$ cat src/rtl/arbiter_mux2x1_pkg.sv
// Shared definitions for the two-lane arbitrating mux: state encoding and parameter defaults.
package arb_pkg;

    typedef logic [1:0] state_t;

    // Encodings double as the one-hot grant vector.
    localparam state_t IDLE   = 2'b00;
    localparam state_t GRANT0 = 2'b01;
    localparam state_t GRANT1 = 2'b10;

    localparam int DATA_W_DEF    = 8;
    localparam int BURST_MAX_DEF = 4;
    localparam int CNT_W         = 4;

    function automatic state_t grant_of(input logic lane);
        return lane ? GRANT1 : GRANT0;
    endfunction

endpackage

$ cat src/rtl/arbiter_mux2x1_burst_counter.sv
// Per-grant word counter: clears on grant change, counts pops, and saturates at BURST_MAX-1.
module burst_counter
    import arb_pkg::*;
#(
    parameter int BURST_MAX = BURST_MAX_DEF
) (
    input  logic clk,
    input  logic reset_L,
    input  logic clear,
    input  logic enable,
    output logic at_max
);

    localparam logic [CNT_W-1:0] LAST = CNT_W'(BURST_MAX - 1);

    logic [CNT_W-1:0] cnt_d, cnt_q;

    always_comb begin
        cnt_d = cnt_q;
        if (clear)
            cnt_d = '0;
        else if (enable && (cnt_q != LAST))
            cnt_d = cnt_q + 1'b1;
    end

    always_ff @(posedge clk or negedge reset_L) begin
        if (!reset_L)
            cnt_q <= '0;
        else
            cnt_q <= cnt_d;
    end

    assign at_max = (cnt_q == LAST);

endmodule

$ cat src/rtl/arbiter_mux2x1.sv
// Two-lane round-robin arbiter with burst limit feeding a registered output word.
// Define ARB_STRICT_PRIO_EN for strict lane-0 priority (burst limit ignored).
module arbiter_mux2x1
    import arb_pkg::*;
#(
    parameter int DATA_W    = DATA_W_DEF,
    parameter int BURST_MAX = BURST_MAX_DEF
) (
    input  logic              clk,
    input  logic              reset_L,
    input  logic [DATA_W-1:0] In0,
    input  logic              valid0,
    output logic              pop0,
    input  logic [DATA_W-1:0] In1,
    input  logic              valid1,
    output logic              pop1,
    input  logic              out_ready,
    output logic [DATA_W-1:0] data_out,
    output logic              outValid,
    output logic [1:0]        grant
);

    state_t            state_d, state_q;
    logic              last_grant_d, last_grant_q;
    logic [DATA_W-1:0] data_out_d, data_out_q;
    logic              out_valid_d, out_valid_q;
    logic              pop_any;
    logic              at_max;
    logic              state_chg;
    logic [1:0][DATA_W-1:0] lane_data;

    assign lane_data = {In1, In0};

    // State register
    always_ff @(posedge clk or negedge reset_L) begin
        if (!reset_L) begin
            state_q      <= IDLE;
            last_grant_q <= 1'b1;
        end else begin
            state_q      <= state_d;
            last_grant_q <= last_grant_d;
        end
    end

    // Next-state logic; a stalled downstream freezes the arbiter entirely.
    always_comb begin
        state_d      = state_q;
        last_grant_d = last_grant_q;
        if (out_ready) begin
            case (state_q)
                IDLE: begin
                    if (valid0 && valid1) begin
`ifdef ARB_STRICT_PRIO_EN
                        state_d = GRANT0;
`else
                        state_d = grant_of(~last_grant_q);
`endif
                    end else if (valid0) begin
                        state_d = GRANT0;
                    end else if (valid1) begin
                        state_d = GRANT1;
                    end
                end
                GRANT0: begin
                    if (!valid0)
                        state_d = valid1 ? GRANT1 : IDLE;
`ifndef ARB_STRICT_PRIO_EN
                    else if (at_max && valid1)
                        state_d = GRANT1;
`endif
                end
                GRANT1: begin
                    if (!valid1)
                        state_d = valid0 ? GRANT0 : IDLE;
`ifdef ARB_STRICT_PRIO_EN
                    else if (valid0)
                        state_d = GRANT0;
`else
                    else if (at_max && valid0)
                        state_d = GRANT0;
`endif
                end
                default: state_d = IDLE;
            endcase
        end
        if ((state_d == GRANT0) && (state_q != GRANT0))
            last_grant_d = 1'b0;
        else if ((state_d == GRANT1) && (state_q != GRANT1))
            last_grant_d = 1'b1;
    end

    // Output logic: pops are combinational from the registered grant.
    always_comb begin
        grant       = state_q;
        pop0        = (state_q == GRANT0) && valid0 && out_ready;
        pop1        = (state_q == GRANT1) && valid1 && out_ready;
        pop_any     = pop0 | pop1;
        data_out_d  = pop_any ? lane_data[pop1] : data_out_q;
        out_valid_d = pop_any;
        state_chg   = (state_d != state_q);
    end

    always_ff @(posedge clk or negedge reset_L) begin
        if (!reset_L) begin
            data_out_q  <= '0;
            out_valid_q <= 1'b0;
        end else begin
            data_out_q  <= data_out_d;
            out_valid_q <= out_valid_d;
        end
    end

    assign data_out = data_out_q;
    assign outValid = out_valid_q;

    burst_counter #(
        .BURST_MAX (BURST_MAX)
    ) u_burst_counter (
        .clk     (clk),
        .reset_L (reset_L),
        .clear   (state_chg),
        .enable  (pop_any),
        .at_max  (at_max)
    );

`ifdef ARB_STRICT_PRIO_EN
    logic unused_at_max;
    assign unused_at_max = at_max;
`endif

endmodule
$ cat config.mk
export PLATFORM = sky130hd
export DESIGN_NAME = arbiter_mux2x1
export DESIGN_NICKNAME = d
export VERILOG_FILES = /design/src/rtl/arbiter_mux2x1_pkg.sv /design/src/rtl/arbiter_mux2x1_burst_counter.sv /design/src/rtl/arbiter_mux2x1.sv
export SDC_FILE = /design/constraint.sdc
export NUM_CORES = 1
export LEC_CHECK = 0
export CAP_MARGIN = 20
export CORE_UTILIZATION = 28
export DETAILED_ROUTE_END_ITERATION = 10
export HOLD_SLACK_MARGIN = 0.06
export SLEW_MARGIN = 10
export SYNTH_ARGS = -nofsm -noshare
export SYNTH_HDL_FRONTEND = slang
export SYNTH_SLANG_ARGS = --single-unit
$ cat constraint.sdc
create_clock -name clk -period 2.2 [get_ports clk]
set_input_delay 0.22 -clock clk [delete_from_list [all_inputs] [get_ports clk]]
set_output_delay 0.22 -clock clk [all_outputs]
set_load 0.005 [all_outputs]
==> impl_metrics.py <==
metrics = {
    "synthesis": {
        "avgSynthCellArea_um2": 8.430,
        "synthArstFlopShare_pct": 100.0,
        "yosysWarnings": 0,
        "yosysMostFrequentCell": "nand2_1",
        "synth_area_leaders": "dfrtp_1 43%, nand2_1 9.5%, nor2_1 6.1%",
        "synth_edf_count": 0,
        "synth_cells": 103,
        "synth-seq-cells": 16,
        "syn_area_um2": 868.3,
        "ys_top_cells_by_count": "22 x nand2_1, 15 x dfrtp_1, 14 x nor2_1, 8 x a31oi_1, 7 x a21oi_1",
        "synth_top_cell_by_area": "dfrtp_1",
        "synth_top_area_share_pct": 43.23,
        "synth.distinct_cells": 28,
        "ys_seq_area_share_pct": 46.25,
        "synthFlopType": "dfrtp_1",
        "synth_nets": 125,
    },
    "power": {
        "power.density_nw_per_um2": 869.8,
        "ir_worst_vdd_v": 0.0003535,
        "leakagePower_nw": 0.5342,
    },
    "sta": {
        "fin_crit_sh_pct": 86.82,
        "setup_viol": 0,
        "rsz0062_at_grt": "false",
        "slew_headroom_pct": 52.62,
        "worst_pin_slew_ns": 0.7085,
        "hold_viol_final": 0,
        "drv_slew": 0,
        "fin_setup_tns_ns": 0,
        "max_freq_ghz": 0.5236,
        "fin_crit_ns": 1.910,
        "skew_ns": 0.006230,
    },
    "cts": {
        "cts_root_buf": "clkbuf_4",
        "post-cts-setup-buffers": 0,
        "cts_tree": "yes",
        "cts_buffers": 3,
        "clockBufferDepth": 2,
        "htree_levels": 1,
        "clock_latency_ns": 0.30,
        "cts.sink_count": 16,
        "hold_buffers": 0,
        "clkTransAtPathRegs_ns": 0.10,
        "ctsResizeCount": 0,
    },
    "global_routing": {
        "grt_max_degree": 17,
        "first_global_vias": 855,
        "antenna_found_initial": 0,
        "grtUsageTotal_pct": 15.12,
        "grt_pass1_wl_um": 3788,
        "grt_overflow_total": 0,
    },
    "die": {
        "fp.dieH_um": 57.69,
        "die-area_um2": 3328,
        "start_util_pct": 30.44,
        "die_x_um": 57.69,
        "core_area_um2": 2853,
        "row_count": 19,
        "num_io_pins": 34,
    },
    "cells_and_area": {
        "finalNonFillerCells": 169,
        "area_growth_pct": 46.54,
        "drive_gt1_share_pct": 10.14,
        "antenna_cells": 0,
        "layout.nets": 161,
    },
    "drt": {
        "ant_nets": 0,
        "drc": 2,
        "viasPerCell": 5.243,
        "drt-wirelength-per-cell_um": 13.48,
        "vias": 886,
        "routed_wl_um": 2278,
        "drtIter0Drc": 19,
        "first_pass_iters": 7,
    },
    "run_status": {
        "failed_checks": "design-rule violations",
        "status": "complete, but fails checks",
    },
    "setup_path": {
        "worstSetupPathType": "flip-flop to output port",
        "r2r-start": "u_burst_counter.cnt_q[0]$_DFFE_PN0P_",
        "worstPathArrival_ns": 1.69,
        "r2r-end": "last_grant_q$_DFFE_PN1P_",
        "r2r_slack_ns": 0.37,
        "critPathMaxFanout": 10,
        "reg2regPathDepth": 7,
        "cp-end-kind": "output port",
        "cp_data_required_time_ns": 1.98,
        "crit_path_start_kind": "flip-flop",
    },
    "place": {
        "dp_hpwl_um": 1712,
        "place.gp.congestion": 0.8905,
        "place_inst": 165,
        "port_buffers": 33,
    },
    "hold_path": {
        "holdCritPathClass": "input port to async pin",
    },
    "run": {
        "max_cap_violations": 0,
    },
}
sequential cells by signal, indices dropped and copies added (netlist names):
signal	flops
data_out	8
grant	2
outValid	1
last_grant_q	1
u_burst_counter.cnt_q	4
per-stage QoR:
stage	instance area [µm²]	total power [W]	utilization, %	worst slack [ns]	hold WS (ns)
finish	1272	0.001107	44.61	0.2900	0.3406
global route	1272	0.001191	44.61	0.2061	0.4251
CTS	1272	0.001122	44.61	0.2820	0.3698
detailed placement	1236	0.0009181	43.33	0.3574	0.5327
global placement	1236	0.0009014	43.33	0.3846	0.5320
floorplan	868.3	0.0006574	-	0.5958	-0.07559
cell type report:
cell class | count | area (µm²)
Fill cell | 306 | 1580
Inverter | 6 | 22.52
Clock buffer | 4 | 36.28
Timing Repair Buffer | 36 | 352.8
Tap cell | 31 | 38.79
Sequential cell | 16 | 401.6
Multi-Input combinational cell | 76 | 420.4
where the power goes:
group | internal (W) | switching, W
Combinational | 0.000266 | 0.000170
Clock | 0.000101 | 0.0000980
Sequential | 0.000398 | 0.0000737
metal layers:
metal | global-route usage (%) | routed length [µm]
met5 | 0 | 0
met4 | 10.20 | 61
met3 | 2.232 | 123
met2 | 25.42 | 1077
met1 | 17.92 | 1016
kinds of logic (layout without fill, tap and decap cells):
family | count (synthesis) | after routing | synth area share (%)
AOI/OAI and AO/OA | 23 | 23 | 17.87
xor gates and xnor gates | 2 | 2 | 2.018
adders and majority gates | 1 | 1 | 1.441
buffers and inverters | 11 | 46 | 5.330
DFF | 16 | 16 | 46.25
and+or+nand+nor | 50 | 50 | 27.09
worst max-delay path, stage by stage, from the launching register on:
cell             delay (ns)
dfrtp_1                0.49
inv_2                  0.14
nand4_1                0.15
clkinv_1               0.10
clkdlybuf4s50_1        0.51
worst max-delay path by stage:
stage,from,endpoint,slack (ns)
floorplan,u_burst_counter.cnt_q[0]$_DFFE_PN0P_,last_grant_q$_DFFE_PN1P_,0.60
global placement,out_ready,pop0,0.38
detailed placement,out_ready,pop1,0.36
CTS,grant[1]$_DFF_PN0_,pop0,0.28
global route,grant[1]$_DFF_PN0_,pop0,0.21
finish,grant[1]$_DFF_PN0_,pop0,0.29
placed cells by master (no fill, tap or decap), drive strengths merged:
cell type,instances
o311ai,1
o21ai,1
nor3,2
o22ai,1
buf,3
nor2,14
clkbuf,4
a21boi,1
ha,1
a41oi,1
xor2,2
a21oi,7
nor3b,2
a31oi,8
nand4,3
inv,5
clkinv,1
dfrtp,15
nand2,22
nand3,5
a211oi,1
o211ai,2
clkdlybuf4s50,33
nand4b,1
dfstp,1
nor2b,1
Note: power is estimated with default switching activity, not from simulation.
